**config.mk**
```make
export PLATFORM = sky130hd
export DESIGN_NAME = bp_cfg_loader
export DESIGN_NICKNAME = d
export VERILOG_FILES = /design/src/rtl/bp_common_pkg.sv /design/src/rtl/bsg_counter_clear_up.sv /design/src/rtl/bp_cfg_loader.sv
export SDC_FILE = /design/constraint.sdc
export NUM_CORES = 1
export LEC_CHECK = 0
export ABC_AREA = 1
export CAP_MARGIN = 10
export CORE_UTILIZATION = 45
export CTS_BUF_LIST = sky130_fd_sc_hd__clkbuf_2 sky130_fd_sc_hd__clkbuf_4 sky130_fd_sc_hd__clkbuf_8
export DETAILED_ROUTE_END_ITERATION = 6
export DONT_BUFFER_PORTS = 1
export HOLD_SLACK_MARGIN = 0.12
export SYNTH_ARGS = -nofsm -noshare
export SYNTH_HDL_FRONTEND = slang
export SYNTH_HIERARCHICAL = 1
export SYNTH_SLANG_ARGS = --single-unit
```
**constraint.sdc**
```tcl
create_clock -name clk_i -period 3.3 [get_ports clk_i]
set_input_delay 0.495 -clock clk_i [delete_from_list [all_inputs] [get_ports clk_i]]
set_output_delay 0.495 -clock clk_i [all_outputs]
set_load 0.1 [all_outputs]
```
**src/rtl/bp_common_pkg.sv**
```systemverilog
// Shared types for the BlackParrot config-bus blocks: loader state encoding,
// config-bus packet layout, and the width helper macros used to size them.

`ifndef BSG_SAFE_CLOG2
`define BSG_SAFE_CLOG2(x) (((x) == 1) ? 1 : $clog2(x))
`endif

// Declares bp_cfg_bus_s for a given set of config widths so each module can
// size the packet from its own parameters.
`ifndef BP_DECLARE_CFG_BUS_S
`define BP_DECLARE_CFG_BUS_S(core_width_mp, addr_width_mp, data_width_mp) \
  typedef struct packed {                                                   \
    logic [core_width_mp-1:0] core;                                         \
    logic [addr_width_mp-1:0] addr;                                         \
    logic [data_width_mp-1:0] data;                                         \
  } bp_cfg_bus_s
`endif

package bp_common_pkg;

  // Loader sequencing states
  typedef enum logic [1:0] {
    e_idle,
    e_fetch,
    e_send,
    e_done
  } bp_cfg_loader_state_e;

  // Default config-bus widths
  localparam int cfg_core_width_gp = 8;
  localparam int cfg_addr_width_gp = 16;
  localparam int cfg_data_width_gp = 32;

  // Packet at the default widths; parameterised modules redeclare it locally
  `BP_DECLARE_CFG_BUS_S(cfg_core_width_gp, cfg_addr_width_gp, cfg_data_width_gp);

endpackage

```
**src/rtl/bsg_counter_clear_up.sv**
```systemverilog
// Up counter with a clear that restarts from init_val_p; clear and up in the
// same cycle yield init_val_p + 1.

module bsg_counter_clear_up #(
  parameter int max_val_p  = 15,
  parameter int init_val_p = 0,
  parameter int width_p    = `BSG_SAFE_CLOG2(max_val_p + 1)
) (
  input  logic               clk_i,
  input  logic               reset_i,
  input  logic               clear_i,
  input  logic               up_i,
  output logic [width_p-1:0] count_o
);

  // Count register: reset/clear to init value, otherwise step on up_i
  always_ff @(posedge clk_i or posedge reset_i) begin
    if (reset_i) begin
      // NOTE: state registers take non-blocking assignments so every flop
      // samples the pre-edge values, independent of block ordering.
      count_o <= width_p'(init_val_p);
    end else if (clear_i) begin
      count_o <= width_p'(init_val_p) + width_p'(up_i);
    end else if (up_i) begin
      count_o <= count_o + width_p'(1);
    end
  end

endmodule

```
**src/rtl/bp_cfg_loader.sv**
```systemverilog
// Config loader: walks a combinational table of config entries and issues one
// config-bus write per entry, or one write per core for broadcast entries.
// Unicast entries naming a nonexistent core are skipped silently.

module bp_cfg_loader
  import bp_common_pkg::*;
#(
  parameter int num_core_p       = 1,
  parameter int cfg_core_width_p = 8,
  parameter int cfg_addr_width_p = 16,
  parameter int cfg_data_width_p = 32,
  parameter int max_entries_p    = 16,
  localparam int lg_entries_lp   = `BSG_SAFE_CLOG2(max_entries_p + 1),
  localparam int lg_idx_lp       = `BSG_SAFE_CLOG2(max_entries_p),
  localparam int writes_width_lp = cfg_core_width_p + lg_entries_lp
) (
  input  logic                        clk_i,
  input  logic                        reset_i,

  input  logic                        start_i,
  input  logic [lg_entries_lp-1:0]    num_entries_i,

  output logic [lg_idx_lp-1:0]        tbl_idx_o,
  input  logic                        tbl_bcast_i,
  input  logic [cfg_core_width_p-1:0] tbl_core_i,
  input  logic [cfg_addr_width_p-1:0] tbl_addr_i,
  input  logic [cfg_data_width_p-1:0] tbl_data_i,

  output logic                        cfg_v_o,
  output logic [cfg_core_width_p-1:0] cfg_core_o,
  output logic [cfg_addr_width_p-1:0] cfg_addr_o,
  output logic [cfg_data_width_p-1:0] cfg_data_o,
  input  logic                        cfg_ready_i,

  output logic                        busy_o,
  output logic                        done_o,
  output logic [writes_width_lp-1:0]  writes_o
);

  `BP_DECLARE_CFG_BUS_S(cfg_core_width_p, cfg_addr_width_p, cfg_data_width_p);

  localparam logic [cfg_core_width_p-1:0] last_core_lp   = cfg_core_width_p'(num_core_p - 1);
  localparam logic [cfg_core_width_p:0]   num_core_lp    = (cfg_core_width_p + 1)'(num_core_p);
  localparam logic [lg_entries_lp-1:0]    max_entries_lp = lg_entries_lp'(max_entries_p);

  bp_cfg_loader_state_e state_r, state_n;

  logic [lg_entries_lp-1:0]   count_r;
  bp_cfg_bus_s                pkt_r;
  logic                       bcast_r;
  logic [writes_width_lp-1:0] writes_r;

  logic                     start_accept;
  logic [lg_entries_lp-1:0] count_clamped;
  logic                     handshake;
  logic                     bcast_more;
  logic                     entry_skip;
  logic                     entry_done;
  logic                     last_entry;
  logic                     idx_up;

  assign start_accept  = start_i & ((state_r == e_idle) | (state_r == e_done));
  assign count_clamped = (num_entries_i > max_entries_lp) ? max_entries_lp : num_entries_i;
  assign handshake     = (state_r == e_send) & cfg_ready_i;
  assign bcast_more    = bcast_r & (pkt_r.core < last_core_lp);
  assign entry_skip    = (state_r == e_fetch) & ~tbl_bcast_i
                       & ({1'b0, tbl_core_i} >= num_core_lp);
  assign entry_done    = entry_skip | (handshake & ~bcast_more);
  assign last_entry    = (lg_entries_lp'(tbl_idx_o) + lg_entries_lp'(1)) == count_r;
  assign idx_up        = entry_done & ~last_entry;

  // Table index: restarts on an accepted start, steps when an entry retires
  bsg_counter_clear_up #(
    .max_val_p (max_entries_p - 1),
    .init_val_p(0),
    .width_p   (lg_idx_lp)
  ) idx_counter (
    .clk_i  (clk_i),
    .reset_i(reset_i),
    .clear_i(start_accept),
    .up_i   (idx_up),
    .count_o(tbl_idx_o)
  );

  // State register
  always_ff @(posedge clk_i or posedge reset_i) begin
    if (reset_i) state_r <= e_idle;
    else         state_r <= state_n;
  end

  // Next-state logic
  always_comb begin
    // NOTE: default first so every path assigns state_n and no latch is inferred.
    state_n = state_r;
    unique case (state_r)
      e_idle, e_done: begin
        if (start_i) state_n = (count_clamped == '0) ? e_done : e_fetch;
      end
      e_fetch: begin
        if (entry_skip) state_n = last_entry ? e_done : e_fetch;
        else            state_n = e_send;
      end
      e_send: begin
        if (handshake & ~bcast_more) state_n = last_entry ? e_done : e_fetch;
      end
      default: state_n = e_idle;
    endcase
  end

  // State-decoded outputs; cfg_v_o depends on state only, never on ready
  always_comb begin
    cfg_v_o = 1'b0;
    busy_o  = 1'b0;
    done_o  = 1'b0;
    unique case (state_r)
      e_fetch: busy_o = 1'b1;
      e_send: begin
        busy_o  = 1'b1;
        cfg_v_o = 1'b1;
      end
      e_done:  done_o = 1'b1;
      default: ;
    endcase
  end

  // Datapath: entry count, packet register, broadcast flag and write counter
  always_ff @(posedge clk_i or posedge reset_i) begin
    if (reset_i) begin
      // NOTE: the packet register is plain flops, not a memory, so it is reset
      // along with the control state and an in-flight packet is discarded.
      count_r  <= '0;
      pkt_r    <= '0;
      bcast_r  <= 1'b0;
      writes_r <= '0;
    end else begin
      if (start_accept) begin
        count_r    <= count_clamped;
        pkt_r.core <= '0;
        writes_r   <= '0;
      end
      if (state_r == e_fetch) begin
        pkt_r.core <= tbl_bcast_i ? '0 : tbl_core_i;
        pkt_r.addr <= tbl_addr_i;
        pkt_r.data <= tbl_data_i;
        bcast_r    <= tbl_bcast_i;
      end
      if (handshake) begin
        writes_r <= writes_r + writes_width_lp'(1);
        if (bcast_more) pkt_r.core <= pkt_r.core + cfg_core_width_p'(1);
      end
    end
  end

  assign cfg_core_o = pkt_r.core;
  assign cfg_addr_o = pkt_r.addr;
  assign cfg_data_o = pkt_r.data;
  assign writes_o   = writes_r;

endmodule
```
==> results of run 1 <==
layout make-up:
| type | count | share of cell area |
|---|---|---|
| timing repair buffer | 20 | 0.0388 |
| clock inverter | 4 | 0.0121 |
| inverter | 45 | 0.0433 |
| sequential | 80 | 0.509 |
| clock buffer | 10 | 0.0334 |
| multi-input combinational | 283 | 0.332 |
| tap | 99 | 0.0315 |
state kept, by name (all words and copies together) (netlist names):
register             flops
idx_counter/count_o      4
cfg_addr_o              16
cfg_core_o               8
state_r                  2
count_r                  5
cfg_data_o              32
writes_o                13
metal layers:
metal	vias to the layer above	global-route usage	share of wire
met4	0	0.0806	0.017
met2	109	0.335	0.45
met1	1196	0.248	0.43
met5	-	0	0
li1	1346	-	-
met3	9	0.0960	0.10
timing repair:
action,CTS,global route
hold endpoints to repair,4,0
hold buffers,1,0
endpoints found under the setup margin,0,0
worst paths after layout:
path	from	endpoint	depth (start not counted)
max	state_r[0]	busy_o	3
min	reset_i	count_r[0]	1
max reg2reg	state_r[0]	state_r[1]	6
min reg2reg	count_r[1]	count_r[1]	2
max in group asynchronous	reset_i	cfg_data_o[4]	2
min in group clk_i	tbl_addr_i[3]	cfg_addr_o[3]	2
through the flow:
step	area [um2]	hold slack (ns)	utilization
floorplan	3530	0.261	-
global placement	3740	0.278	0.505
detailed placement	3740	0.274	0.505
CTS	3930	0.152	0.531
global route	3930	0.190	0.531
finish	3930	0.132	0.531
cells by family (layout without fill, tap and decap cells):
group / count (synthesis) / count (layout)
flip-flops: 80 / 80
AO/OA/AOI/OAI: 37 / 37
AND/OR/NAND/NOR: 236 / 236
XOR/XNOR: 3 / 3
multiplexers: 1 / 1
buffers and inverters: 58 / 79
adder cells (fa/ha/maj): 6 / 6
layout by cell type, fill, tap and decap left out, types with 3 or more instances in the layout:
master,count
a21oi_1,8
a22oi_1,4
a32o_1,4
buf_4,19
clkbuf_8,9
clkinv_2,3
dfrtp_1,80
ha_1,5
inv_1,40
inv_2,3
nand2_1,187
nand3_1,17
nand4_1,3
nor2_1,15
nor3_1,4
o21ai_0,14
cells in the mapped netlist, drive strengths merged:
master	instances	area [um2]
nor3	5	36.3
o21ai	16	80.1
nand2	188	708
a22oi	4	30.0
nand3b	2	15.0
ha	6	75.1
nand4	3	18.8
or2	1	6.26
dfrtp	80	2000
buf	6	26.3
nor4	1	6.26
inv	44	165
a31oi	2	12.5
nand3	18	95.1
a22o	1	8.76
xnor2	2	17.5
nor2	18	80.1
a32o	4	40.0
clkbuf	7	26.3
a21oi	8	40.0
o22ai	2	12.5
xor2	1	8.76
mux2	1	11.3
clkinv	1	3.75
worst max-delay path: cells and delay by family, from the launching register on:
kind | cells | cell delay, ns
DFF | 1 | 0.39
buffers and inverters | 2 | 0.75
adders and majority gates | 1 | 0.32
==> impl_metrics.tcl, run 1 <==
set metrics [dict create \
    r2r_slack_ns 1.19 \
    pre_cts_ws_ns 1.21 \
    synth_compound_area_frac 0.0635 \
    path_cells "inv_1 > ha_1 > inv_1" \
    startpoint_type "flip-flop" \
    synth_top_family_by_area "simple AND/OR/NAND/NOR gates" \
    grt_pass1_vias 2772 \
    cts_tree "built" \
    dp_hpwl_um 5610 \
    synth_warnings 6 \
    cts_setup_buffers 0 \
    drt-pass1-iter-count 4 \
    cp.required_ns 2.80 \
    cts_resized 0 \
    cts_max_level 3 \
    drv_slew 0 \
    routed_wl_um 7890 \
    muxShareOfSynthArea 0.00319 \
    setup_ws_ns 1.00 \
    fmax_ghz 0.435 \
    rsz0062_at_grt "no" \
    skew_ns 0.0102 \
    slowest_stage "inv_1" \
    routed_via_density 4.92 \
    path_max_fanout 4 \
    max_slew_margin 0.344 \
    drive_gt1_frac 0.0995 \
    grt.total_usage 0.210 \
    timing_worst_setup_path_type "flip-flop to output pin" \
    nNetsFinal 511 \
    synthToLayoutAreaGrowth_pct 11.5 \
    postSynthAreaPerCell_um2 8.38 \
    grt-ovfl-total 0 \
    cts_root_buf "clkbuf_8" \
    numCtsBuffers 9 \
    grt_pass1_wl_um 13400 \
    synth_cell_types 32 \
    place_congestion 0.828 \
    drtAntennaViolNets 0 \
    multi_input_area_um2 1310 \
    finalHoldViolCount 0 \
    fin_tns_setup_ns 0 \
    num_vias 2660 \
    rows 31 \
    clk_pin_slew_worst_paths_ns 0.08 \
    crit_arrival_ns 1.80 \
    maxCapViolCount 0 \
    slowest_delay_ns 0.67 \
    initial_core_util 0.476 \
    wl_per_cell_um 14.6 \
    dp_cells 526 \
    fin_crit_sh 0.696 \
    drtIter0Drc 135 \
    antennaDiodeCount 0 \
    min_path_type "primary input to async pin" \
    cts_buffer_depth 2 \
    instances_no_fill 541 \
    syn_nets 493 \
    drc 0 \
    cts.sinks 80 \
    fill_cells 725 \
    port_buffers 0 \
    fp.dieH_um 90.5 \
    io_pins 142 \
    ys_ff_latch 80 \
    fp.dieW_um 90.5 \
    core_area_um2 7410 \
    netlist_instances 421 \
    synth_xor_area_frac 0.00745 \
    register_area_um2 2000 \
    synth.cell_area_um2 3530 \
    tightest_slew_ns 0.985 \
    ys_seq_area_frac 0.568 \
    clk_latency_ns 0.34 \
    outcome "finished clean" \
    yosys.area_share.simple 0.274 \
    setup_violations 0 \
    cpMostUsedCell "inv_1" \
    min_period_ns 2.30 \
    synth_fa_ha_area_frac 0.0213 \
    grt_max_degree 58 \
    antenna_found_initial 0 \
    critPathCaptureType "output pin" \
    die-area_um2 8190 \
]
Power of run 1 is left out: the tool's default activity adds up to more than one toggle a clock period on the data nets, which glitch-free logic cannot reach.
==> inputs of run 2 (changes only) <==
- clock period: 3.3 -> 2.35 ns (I/O delays scaled with it)
==> run 2 against run 1 <==
Register-to-register slack lost 0.84 ns. Largest cell class unchanged. Design area grew 16%. Sequential cell count is the same. Final cell count grew 13%. Worst setup slack lost 0.65 ns. Via count grew 11%. Die area is the same. First-iteration DRC count shrank 1.5%. Clock skew shrank 0.0020 ns. Non-clock buffer count grew 66.
==> impl_metrics.tcl, run 2 (synthesized netlist as in run 1, its figures left out) <==
set metrics [dict create \
    setup_violations 0 \
    cts.sinks 80 \
    port_buffers 0 \
    min_path_type "primary input to flip-flop" \
    hp-start "tbl_addr_i[10]" \
    rr_startpoint "idx_counter/count_o[0]" \
    cpMostUsedCell "nand2_1" \
    nNetsFinal 577 \
    fin_crit_sh 0.850 \
    timing_worst_setup_path_type "flip-flop to flip-flop" \
    clk_pin_slew_worst_paths_ns 0.08 \
    crit_arrival_ns 2.25 \
    grt_pass1_wl_um 14300 \
    whs_ns 0.132 \
    fill_cells 673 \
    min_period_ns 2.00 \
    hold_depth 2 \
    die-area_um2 8190 \
    outcome "finished clean" \
    cts_root_buf "clkbuf_8" \
    drv_slew 0 \
    drive_gt1_frac 0.163 \
    multi_input_area_um2 1310 \
    dp_hpwl_um 5680 \
    slowest_stage "dfrtp_2" \
    fp.dieW_um 90.5 \
    io_pins 142 \
    critPathCaptureType "flip-flop" \
    path_cells "ha_1 > xnor2_1 > nand3_1 > nor2_1 > nand2_1 > nand2_1 > nand2_1 > or2_0 > o21ai_0" \
    cp-startpoint "idx_counter/count_o[0]" \
    reg2reg_depth 9 \
    drtAntennaViolNets 0 \
    grt_pass1_vias 3038 \
    num_vias 2950 \
    antennaDiodeCount 0 \
    cts_tree "built" \
    rsz0062_at_grt "no" \
    routed_wl_um 8410 \
    tightest_slew_ns 0.959 \
    drtIter0Drc 133 \
    drc 0 \
    final_common_cell "nand2_1" \
    cp.required_ns 2.60 \
    slowest_delay_ns 0.48 \
    grt_max_degree 77 \
    max_slew_margin 0.361 \
    fin_tns_setup_ns 0 \
    maxCapViolCount 0 \
    antenna_found_initial 0 \
    path_max_fanout 9 \
    cts_max_level 3 \
    fp.dieH_um 90.5 \
    wl_per_cell_um 13.8 \
    clk_latency_ns 0.34 \
    fmax_ghz 0.501 \
    core_area_um2 7410 \
    pre_cts_ws_ns 0.370 \
    grt-ovfl-total 0 \
    final_cell_mix "nand2_1, dfrtp_1, buf_4" \
    setup_ws_ns 0.353 \
    rows 31 \
    skew_ns 0.00825 \
    finalHoldViolCount 0 \
    initial_core_util 0.476 \
    numCtsBuffers 9 \
    routed_via_density 4.84 \
    drt-pass1-iter-count 4 \
    largest_register_ffs 32 \
    cts_buffer_depth 2 \
    cts_resized 0 \
    synthToLayoutAreaGrowth_pct 29.6 \
    place_congestion 0.773 \
    startpoint_type "flip-flop" \
    grt.total_usage 0.220 \
    register_area_um2 2000 \
]
-- run 2: changes by cell type in the layout (fill, tap and decap cells not counted), sizes merged --
cell / before / now
dlygate4sd3: 1 / 33
clkbuf: 10 / 12
clkinv: 4 / 3
buf: 19 / 53
inv: 43 / 44
-- run 2: stage by stage --
step                      std cells   util  instance area (um2)
after detailed placement        560  0.544                 4030
after floorplan                 421      -                 3530
final                           609  0.617                 4570
after global placement          560  0.544                 4030
after CTS                       609  0.617                 4570
after global routing            609  0.617                 4570
-- run 2: layout make-up --
type / instances / share of cell area
Sequential cell: 80 / 0.439
Multi-Input combinational cell: 283 / 0.286
Clock buffer: 12 / 0.0348
Clock inverter: 4 / 0.0112
Timing Repair Buffer: 86 / 0.165
Inverter: 45 / 0.0372
Tap cell: 99 / 0.0271
-- run 2: worst max-delay path: cells and delay by family (launching register included) --
| kind | cells | cell delay (ns) |
|---|---|---|
| xor gates and xnor gates | 1 | 0.16 |
| DFF | 1 | 0.48 |
| and+or+nand+nor | 6 | 0.79 |
| adders and majority gates | 1 | 0.32 |
| AOI/OAI and AO/OA | 1 | 0.17 |
-- run 2: what timing repair did --
action	4_1_cts	5_1_grt
buffers inserted	0	0
hold endpoints to repair	112	0
hold buffers	33	0
-- run 2: final timing paths --
kind                                           to  slack [ns]
hold / removal                     cfg_addr_o[10]        0.13
min in group asynchronous  idx_counter/count_o[0]        0.38
hold reg to reg                     cfg_core_o[7]        0.52
setup / recovery           idx_counter/count_o[1]        0.35
setup reg to reg           idx_counter/count_o[1]        0.35
max in group asynchronous          cfg_data_o[16]        1.46
-- run 2: per-layer routing --
metal | GRT usage | wire [um] | vias up
met5 | 0 | 0 | -
met4 | 0.0820 | 147 | 0
met3 | 0.0707 | 724 | 13
met2 | 0.350 | 3890 | 111
met1 | 0.279 | 3650 | 1349
li1 | - | - | 1477
Power of run 2 is left out for the same reason.
